## src/rtl/ysyx_24100005_ifu.sv

```systemverilog
// Instruction fetch unit: owns the PC, fetches one word at a time, buffers it for decode.
// Optional ebreak halt is compiled in with IFU_EBREAK_HALT_EN.
module ysyx_24100005_ifu #(
  parameter logic [31:0] RESET_PC = 32'h8000_0000
) (
  input  logic        clk,
  input  logic        rst,
  output logic        req_valid,
  input  logic        req_ready,
  output logic [31:0] req_addr,
  input  logic        rsp_valid,
  input  logic [31:0] rsp_data,
  input  logic        rsp_err,
  output logic        out_valid,
  input  logic        out_ready,
  output logic [31:0] out_inst,
  output logic [31:0] out_pc,
  output logic        out_fault,
  input  logic        redirect_valid,
  input  logic [31:0] redirect_pc,
  output logic        halted
);

  typedef enum logic [1:0] {
    FETCH = 2'd0,
    WAIT  = 2'd1,
    HOLD  = 2'd2
`ifdef IFU_EBREAK_HALT_EN
    ,
    HALT  = 2'd3
`endif
  } state_e;

  localparam logic [31:0] EBREAK = 32'h0010_0073;

  state_e      state_q, state_d;
  logic [31:0] pc_q, pc_d;
  logic        drop_q, drop_d;
  logic [31:0] inst_q, inst_d;
  logic [31:0] opc_q, opc_d;
  logic        fault_q, fault_d;
  logic        live_q;

  logic [31:0] redir_tgt;
  logic        req_fire;

  assign redir_tgt = {redirect_pc[31:2], 2'b00};

  // Requests only go out once the cycle after reset release has begun.
  assign req_valid = live_q && (state_q == FETCH);
  assign req_addr  = pc_q;
  assign req_fire  = req_valid && req_ready;
  assign out_valid = (state_q == HOLD);
  assign out_inst  = inst_q;
  assign out_pc    = opc_q;
  assign out_fault = fault_q;
`ifdef IFU_EBREAK_HALT_EN
  assign halted    = (state_q == HALT);
`else
  assign halted    = 1'b0;
`endif

  // State, PC and output buffer registers.
  always_ff @(posedge clk) begin
    if (rst) begin
      state_q <= FETCH;
      pc_q    <= RESET_PC;
      drop_q  <= 1'b0;
      inst_q  <= 32'h0;
      opc_q   <= RESET_PC;
      fault_q <= 1'b0;
      live_q  <= 1'b0;
    end else begin
      state_q <= state_d;
      pc_q    <= pc_d;
      drop_q  <= drop_d;
      inst_q  <= inst_d;
      opc_q   <= opc_d;
      fault_q <= fault_d;
      live_q  <= 1'b1;
    end
  end

  // Next-state logic; a redirect outranks every other event.
  always_comb begin
    state_d = state_q;
    pc_d    = pc_q;
    drop_d  = drop_q;
    inst_d  = inst_q;
    opc_d   = opc_q;
    fault_d = fault_q;
    unique case (state_q)
      FETCH: begin
        if (redirect_valid) begin
          pc_d = redir_tgt;
          if (req_fire) begin
            drop_d  = 1'b1;
            state_d = WAIT;
          end
        end else if (req_fire) begin
          state_d = WAIT;
        end
      end
      WAIT: begin
        if (redirect_valid) begin
          pc_d = redir_tgt;
          if (rsp_valid) begin
            drop_d  = 1'b0;
            state_d = FETCH;
          end else begin
            drop_d = 1'b1;
          end
        end else if (rsp_valid) begin
          if (drop_q) begin
            drop_d  = 1'b0;
            state_d = FETCH;
          end else begin
            inst_d  = rsp_err ? 32'h0 : rsp_data;
            fault_d = rsp_err;
            opc_d   = pc_q;
            state_d = HOLD;
          end
        end
      end
      HOLD: begin
        if (redirect_valid) begin
          pc_d    = redir_tgt;
          state_d = FETCH;
        end else if (out_ready) begin
          pc_d    = pc_q + 32'd4;
          state_d = FETCH;
`ifdef IFU_EBREAK_HALT_EN
          if (inst_q == EBREAK) state_d = HALT;
`endif
        end
      end
      default: begin
        state_d = state_q;
      end
    endcase
  end

`ifndef IFU_EBREAK_HALT_EN
  logic unused_ok;
  assign unused_ok = ^EBREAK;
`endif

endmodule

```

## config.mk

```make
export PLATFORM = sky130hd
export DESIGN_NAME = ysyx_24100005_ifu
export DESIGN_NICKNAME = d
export VERILOG_FILES = /design/src/rtl/ysyx_24100005_ifu.sv
export SDC_FILE = /design/constraint.sdc
export NUM_CORES = 1
export LEC_CHECK = 0
export BUFFER_PORTS_ARGS = -buffer_cell sky130_fd_sc_hd__buf_2
export CAP_MARGIN = 20
export CORE_ASPECT_RATIO = 0.7
export CORE_MARGIN = 4
export CORE_UTILIZATION = 40
export DETAILED_ROUTE_END_ITERATION = 16
export HOLD_SLACK_MARGIN = 0.06
export PLACE_DENSITY = 0.72
export SLEW_MARGIN = 20
export SYNTH_ARGS = -nofsm -noshare
export SYNTH_HDL_FRONTEND = slang
export SYNTH_SLANG_ARGS = --single-unit
```

## constraint.sdc

```tcl
create_clock -name clk -period 2.96 [get_ports clk]
set_input_delay 0.74 -clock clk [delete_from_list [all_inputs] [get_ports clk]]
set_output_delay 0.74 -clock clk [all_outputs]
set_load 0.005 [all_outputs]
```

# == Yosys cells after proc, flatten, opt, wreduce, memory -nomap -nowiden ==
# Index checks and enable logic that the tools add are counted.
# classes
n_mux,20
addsub,1
reduce_logical,11
n_eq_ne,8
mul,0
n_shift,0
n_bitwise,2
magnitude_cmp,0
div,0
# ops
operator,n
32-bit 2-to-1 mux,4
32-bit case mux with 2 select lines,1
"32-bit by 3-bit adder with 32-bit output, second input constant",1
2-bit 2-to-1 mux,7
4-bit AND reduction,3
1-bit 2-to-1 mux,6
"2-bit != test, second input constant",3
2-bit case mux with 3 select lines,1
2-bit nonzero test,2
"3-bit by 1-bit != test with 1-bit output, second input constant",1
"3-bit != test, second input constant",1
3-bit AND reduction,1
3-bit nonzero test,1
"2-bit by 1-bit == test with 1-bit output, second input constant",1
"2-bit == test, second input constant",1
1-bit logical AND,2
2-bit logical NOT,1
"2-bit by 1-bit != test with 1-bit output, second input constant",1
1-bit NOT,2
1-bit case mux with 2 select lines,1
2-bit OR reduction,1
# word_totals
latchBits,0
word_cells,49
mem_bits_ro,0
ramBits,0
reg_bits,101
n_memories,0
out_inout_bits,100
input_bits,71

# == Depth between registers and ports, before layout ==
# Gate-level depths: netlist (run 1).
# logic_depth
ltp_word,6
ltp_mapped,9
mapped_depth_nobuf,7

# == Worst setup path after synthesis (run 1) ==
# OpenSTA, ideal clock, no wires.
# synth_timing
kind,input -> register
from,in redirect_valid
to,reg pc_q[20] (netlist: req_addr[20])
arrival_time_ns,2.109
required_time_ns,2.832
n_path_buf,3
stages,8
setup_time_ns,0.128
setup_slack_ns,0.724
path_cell_list,buf_2 -> nand2b_1 -> clkbuf_1 -> o221ai_1 -> buf_2 -> nor2_1 -> a221oi_1 -> nor2_1
# synth_via
elab_chain_len,2
elab_cells_between_ends,5
cone_classes,eq/ne (2); mux (2); reduce/logical (1)
# synth_rtl
element,line,source
start: declaration,19,"input logic redirect_valid,"
3-bit by 1-bit != test with 1-bit output (no line) (tied with other cells),-,
3-bit AND reduction (no line) / 32-bit case mux with 2 select lines (equally long branches),-,
end signal: assignment,75,pc_q <= pc_d;
end: declaration,37,"logic [31:0] pc_q, pc_d;"
# Parallel ways exist; a longest one is shown, timed or not.
# A chain may end at the register's enable or synchronous reset.

# == Worst setup path in the final report (run 1) ==
# layout_timing
from,reg state_q[0]
to,reg pc_q[9] (netlist: req_addr[9])
# layout_via
elab_chain_len,4
elab_cells_between_ends,9
cone_classes,eq/ne (4); mux (1); reduce/logical (4)
# layout_rtl
element,line,source
start: declaration,36,"state_e state_q, state_d;"
start signal: assignment,74,state_q <= state_d;
2-bit by 1-bit == test with 1-bit output / 2-bit logical NOT (equally long branches),92,unique case (state_q)
2-bit OR reduction (no line),-,
2-bit by 1-bit != test with 1-bit output (no line) / 2-bit nonzero test (equally long branches),-,
3-bit AND reduction (no line),-,
# Parallel ways exist; a longest one is shown, timed or not.

==> results_dict.tcl, run 1 <==
set metrics [dict create \
    status "finished, final reports clean" \
    cp.arrival_ns 2.55 \
    yosysTopAreaCell "dfxtp_1" \
    drt_iter0_drc 394 \
    dieArea_sq_mm 0.0132 \
    synth_top_cells_by_area "dfxtp_1 43%, nand2_1 11%, a21oi_1 9.4%" \
    hold_buffers 0 \
    cts_root_buf "clkbuf_16" \
    post-dp-hpwl_um 9850 \
    synth_edf_count 0 \
    reg2reg_depth 8 \
    htree_levels 3 \
    avgViaCountPerCell 5.50 \
    wl_per_cell_um 15.9 \
    syn_area_sq_mm 0.00456 \
    synth_top_area_share_pct 42.6 \
    yosys-top-cells-count "129 x nand2_1, 97 x dfxtp_1, 86 x a21oi_1, 42 x clkbuf_1, 32 x nand3b_1" \
    fin_crit_sh_pct 78.9 \
    fmax_mhz 428 \
    clkTransAtPathRegs_ns 0.07 \
    synth_flop_cell "dfxtp_1" \
    maxCapViolations 0 \
    crit_chain "inv_1, ha_1, nand2b_2, o221a_2, buf_4, o21ai_0, a2bb2oi_1, nor2_1" \
    core_area_sq_mm 0.0111 \
    startpoint_type "flip-flop" \
    tns_ns 0 \
    dr.pass1.iters 5 \
    drt-total-wl_um 14100 \
    worst_pin_slew_ns 0.775 \
    fillers 1070 \
    slew_viol_final 0 \
    grt_first_pass_wirelength_um 22600 \
    holdCritPathClass "reg -> reg" \
    antenna_found_initial 2 \
    ys_ff_latch 97 \
    cts_sinks 97 \
    end_kind "flip-flop" \
    num-nets-final 804 \
    power_leakage_nw 2.39 \
    powerDensity_mw_per_mm2 521 \
    ctsResizeCount 0 \
    rsz0062_at_grt "no" \
    worst_hold_slack_ns 0.451 \
    synth.avg_cell_area_sq_um 7.69 \
    synth_cell_types 56 \
    grt_usage_pct 21.0 \
    syn_inst 593 \
    min_delay_path_depth 2 \
    setup_viol 0 \
    io_buffers 163 \
    final_area_sq_mm 0.00580 \
    worstSetupPathType "reg -> reg" \
    vdd_drop_max_uv 293 \
    start_util_pct 41.1 \
    period_minus_slack_ns 2.34 \
    gp_congestion 0.896 \
    place_area_sq_mm 0.00549 \
    cts_buffer_depth 2 \
    ys_warn_count 0 \
    area_growth_syn_to_layout_pct 27.2 \
    cp_max_fo 22 \
    n_antenna_cell 0 \
    grt_max_degree 66 \
    grt_pass1_vias 4483 \
    cp.required_ns 3.17 \
    slowest_delay_ns 0.48 \
    dieHeight_um 97.3 \
    skew_ns 0.00810 \
    post_cts_buffers 0 \
    drc 0 \
    die-width_um 136 \
    vias 4878 \
    overflow 0 \
    synth-async-reset-ratio_pct 0 \
    drtAntennaViolNets 0 \
    power_mw 3.02 \
    slowest_stage "o221a_2" \
    yosysMostFrequentCell "nand2_1" \
    cts_buffers 9 \
    clk_latency_ns 0.34 \
    num_rows 32 \
    drive_gt1_share_pct 27.8 \
    relSlewSlack_pct 47.9 \
    ios 171 \
    yosysSeqAreaShare_pct 42.6 \
    cts_tree "yes" \
    hold_violations 0 \
]
-- report_power, final --
| group | internal, mW | switching [mW] |
|---|---|---|
| logic | 0.167 | 0.225 |
| clock network | 0.702 | 0.499 |
| registers | 1.36 | 0.0716 |
| total | 2.23 | 0.795 |
-- cell families (layout without fill, tap and decap cells) --
group / after synthesis / after routing / share of synthesized area [%]
adders and majority gates: 4 / 4 / 1.10
other: 1 / 5 / 0.0822
AOI/OAI and AO/OA: 152 / 152 / 20.2
muxes: 4 / 4 / 0.878
buffers and inverters: 61 / 198 / 5.63
and+or+nand+nor: 274 / 274 / 29.6
DFF: 97 / 97 / 42.6
-- metal layers --
metal | share of wire, % | up-vias | global-route usage (%)
met1 | 43 | 2264 | 29.0
met3 | 9.9 | 29 | 5.02
met5 | 0.099 | - | 0
li1 | - | 2369 | -
met2 | 45 | 212 | 32.0
met4 | 2.1 | 4 | 7.05
-- worst paths after layout --
path                                   start      endpoint  slack (ns)
worst max register to register    state_q[0]   req_addr[9]        0.62
worst max-delay path              state_q[0]   req_addr[9]        0.62
worst min-delay path            out_inst[12]  out_inst[12]        0.45
worst min register to register  out_inst[12]  out_inst[12]        0.45
-- flip-flops by register name, summed over array words and instances (netlist names) --
name / cells
drop_q: 1
live_q: 1
out_fault: 1
out_inst: 32
out_pc: 30
req_addr: 30
state_q: 2
-- cells in the final DEF (no fill, tap or decap), drive strengths merged, types with 3 or more instances in the layout --
master / Yosys / routed
a31oi: 5 / 5
nor4: 10 / 10
nand3: 21 / 21
clkbuf: 44 / 12
and3: 6 / 6
and2: 3 / 3
nand4: 11 / 11
buf: 10 / 175
mux2i: 4 / 4
conb: 1 / 5
a21oi: 86 / 86
a21o: 4 / 4
a211oi: 6 / 6
nand3b: 32 / 32
o22ai: 3 / 3
a311oi: 6 / 6
nor3: 18 / 18
ha: 4 / 4
dfxtp: 97 / 97
o21ai: 17 / 17
nand2: 129 / 129
a2bb2oi: 3 / 3
or4: 4 / 4
nor2: 30 / 30
inv: 7 / 7
-- critical path, delay by kind of cell, from the launching register on --
kind            cells  cell delay (ns)
flops               1             0.41
fa+ha+maj           1             0.26
simple gates        2             0.34
compound gates      3             0.77
buf+inv             2             0.41
-- final cells by class --
type,count,area [sq um],area share (%)
clock buffer,12,256,4.42
clock inverter,4,51.3,0.885
inverter,7,26.3,0.453
multi-input combinational,439,2400,41.3
sequential,97,1940,33.5
tap,153,191,3.30
timing repair buffer,175,933,16.1
-- per-stage QoR --
stage                     std cells  util, %  setup WS, ns
final                           887     52.3         0.624
after global routing            887     52.3         0.471
after CTS                       887     52.3         0.645
after detailed placement        871     49.5         0.374
after global placement          871     49.5         0.421
after floorplan                 597        -         0.724
Note: power is estimated with default switching activity, not from simulation.
==> run 2, diff against run 1 <==
clock period = 2.4 ns   (was 2.96 ns; I/O delays follow)
==> run 2 against run 1 <==
- final area rose by 0.56%
- sequential power rose by 23%
- hold slack worse by 0.0022 ns
- fmax is 7.5% higher
- final cell count increased by 1.1%
- sequential share of layout area is 0.19 points lower
- critical endpoint is now req_addr[22]
- setup slack got worse by 0.40 ns
- first-iteration DRC count fell by 16%
==> results_dict.tcl, run 2 (synthesis results as in run 1) <==
set metrics [dict create \
    largest_reg_flops 32 \
    slew_viol_final 0 \
    antenna_found_initial 2 \
    end_kind "flip-flop" \
    num_rows 32 \
    holdCritPathClass "reg -> reg" \
    maxCapViolations 0 \
    num-nets-final 814 \
    utilization_pct 52.6 \
    drive_gt1_share_pct 28.9 \
    grt_usage_pct 21.1 \
    area_growth_syn_to_layout_pct 27.9 \
    post_cts_buffers 0 \
    setup_viol 0 \
    start_util_pct 41.1 \
    gp_congestion 0.887 \
    wl_per_cell_um 16.0 \
    hold_buffers 0 \
    core_area_sq_mm 0.0111 \
    cts_root_buf "clkbuf_16" \
    fillers 1079 \
    ios 171 \
    fin_ws_ns 0.226 \
    dieHeight_um 97.3 \
    slowest_stage "or4_1" \
    ctsResizeCount 0 \
    powerDensity_mw_per_mm2 623 \
    vias 4907 \
    cts_buffers 9 \
    final_common_cell "buf_2" \
    worstSetupPathType "reg -> reg" \
    cts_sinks 97 \
    io_buffers 163 \
    fmax_mhz 460 \
    startpoint_type "flip-flop" \
    slowest_delay_ns 0.71 \
    cp.arrival_ns 2.39 \
    vdd_drop_max_uv 406 \
    worst_pin_slew_ns 0.557 \
    cts_buffer_depth 2 \
    die-width_um 136 \
    clk_latency_ns 0.34 \
    power_leakage_nw 2.42 \
    hold_violations 0 \
    status "finished, final reports clean" \
    drc 0 \
    period_minus_slack_ns 2.17 \
    drt-total-wl_um 14300 \
    avgViaCountPerCell 5.47 \
    pre_cts_ws_ns 0.225 \
    relSlewSlack_pct 62.6 \
    drtAntennaViolNets 0 \
    clkTransAtPathRegs_ns 0.07 \
    cp.required_ns 2.62 \
    post-dp-hpwl_um 10300 \
    crit_chain "ha_1, nand4_1, or4_1, o311a_1, a21oi_1, a31oi_1" \
    worst_hold_slack_ns 0.449 \
    dieArea_sq_mm 0.0132 \
    tns_ns 0 \
    grt_max_degree 51 \
    cp_max_fo 7 \
    cts_tree "yes" \
    n_antenna_cell 0 \
    rsz0062_at_grt "no" \
    htree_levels 3 \
    grt_pass1_vias 4686 \
    layout_common_cells "162 x buf_2, 129 x nand2_1, 97 x dfxtp_1" \
    overflow 0 \
    drt_iter0_drc 331 \
    dr.pass1.iters 5 \
    skew_ns 0.00977 \
    fin_crit_sh_pct 90.6 \
    grt_first_pass_wirelength_um 22900 \
]
[run 2: stage by stage]
stage	power, mW	std cells	instance area, sq um
final	3.63	897	5830
after global routing	3.80	897	5830
after CTS	3.66	897	5830
after detailed placement	2.30	881	5550
after global placement	2.27	881	5550
after floorplan	2.07	597	4570
[run 2: critical path, delay by kind of cell (launching register included)]
kind            cells  cell delay (ns)
compound gates      3             0.62
fa+ha+maj           1             0.22
flops               1             0.34
simple gates        2             0.88
[run 2: layout make-up]
type / instances / area (sq um) / share of cell area (%)
clock buffer: 9 / 225 / 3.86
clock inverter: 7 / 52.6 / 0.901
inverter: 7 / 26.3 / 0.451
multi-input combinational: 439 / 2400 / 41.1
sequential: 97 / 1940 / 33.3
tap: 153 / 191 / 3.28
timing repair buffer: 185 / 996 / 17.1
[run 2: metal layers]
layer | vias to the layer above | share of wire (%) | global-route usage, %
li1 | 2379 | - | -
met3 | 25 | 8.2 | 6.06
met2 | 210 | 47 | 33.5
met5 | - | 0.15 | 0
met4 | 4 | 1.7 | 5.58
met1 | 2289 | 43 | 28.0
[run 2: worst paths after layout]
kind | slack [ns] | endpoint | depth (start not counted) | from
hold reg to reg | 0.45 | out_inst[0] | 2 | out_inst[0]
hold / removal | 0.45 | out_inst[0] | 2 | out_inst[0]
setup / recovery | 0.23 | req_addr[22] | 6 | req_addr[2]
setup reg to reg | 0.23 | req_addr[22] | 6 | req_addr[2]
[run 2: report_power, final]
part           total [mW]  switching, mW  internal, mW
Combinational       0.504          0.288         0.216
Sequential           1.76         0.0823          1.68
Clock                1.37          0.654         0.715
Total                3.63           1.02          2.61
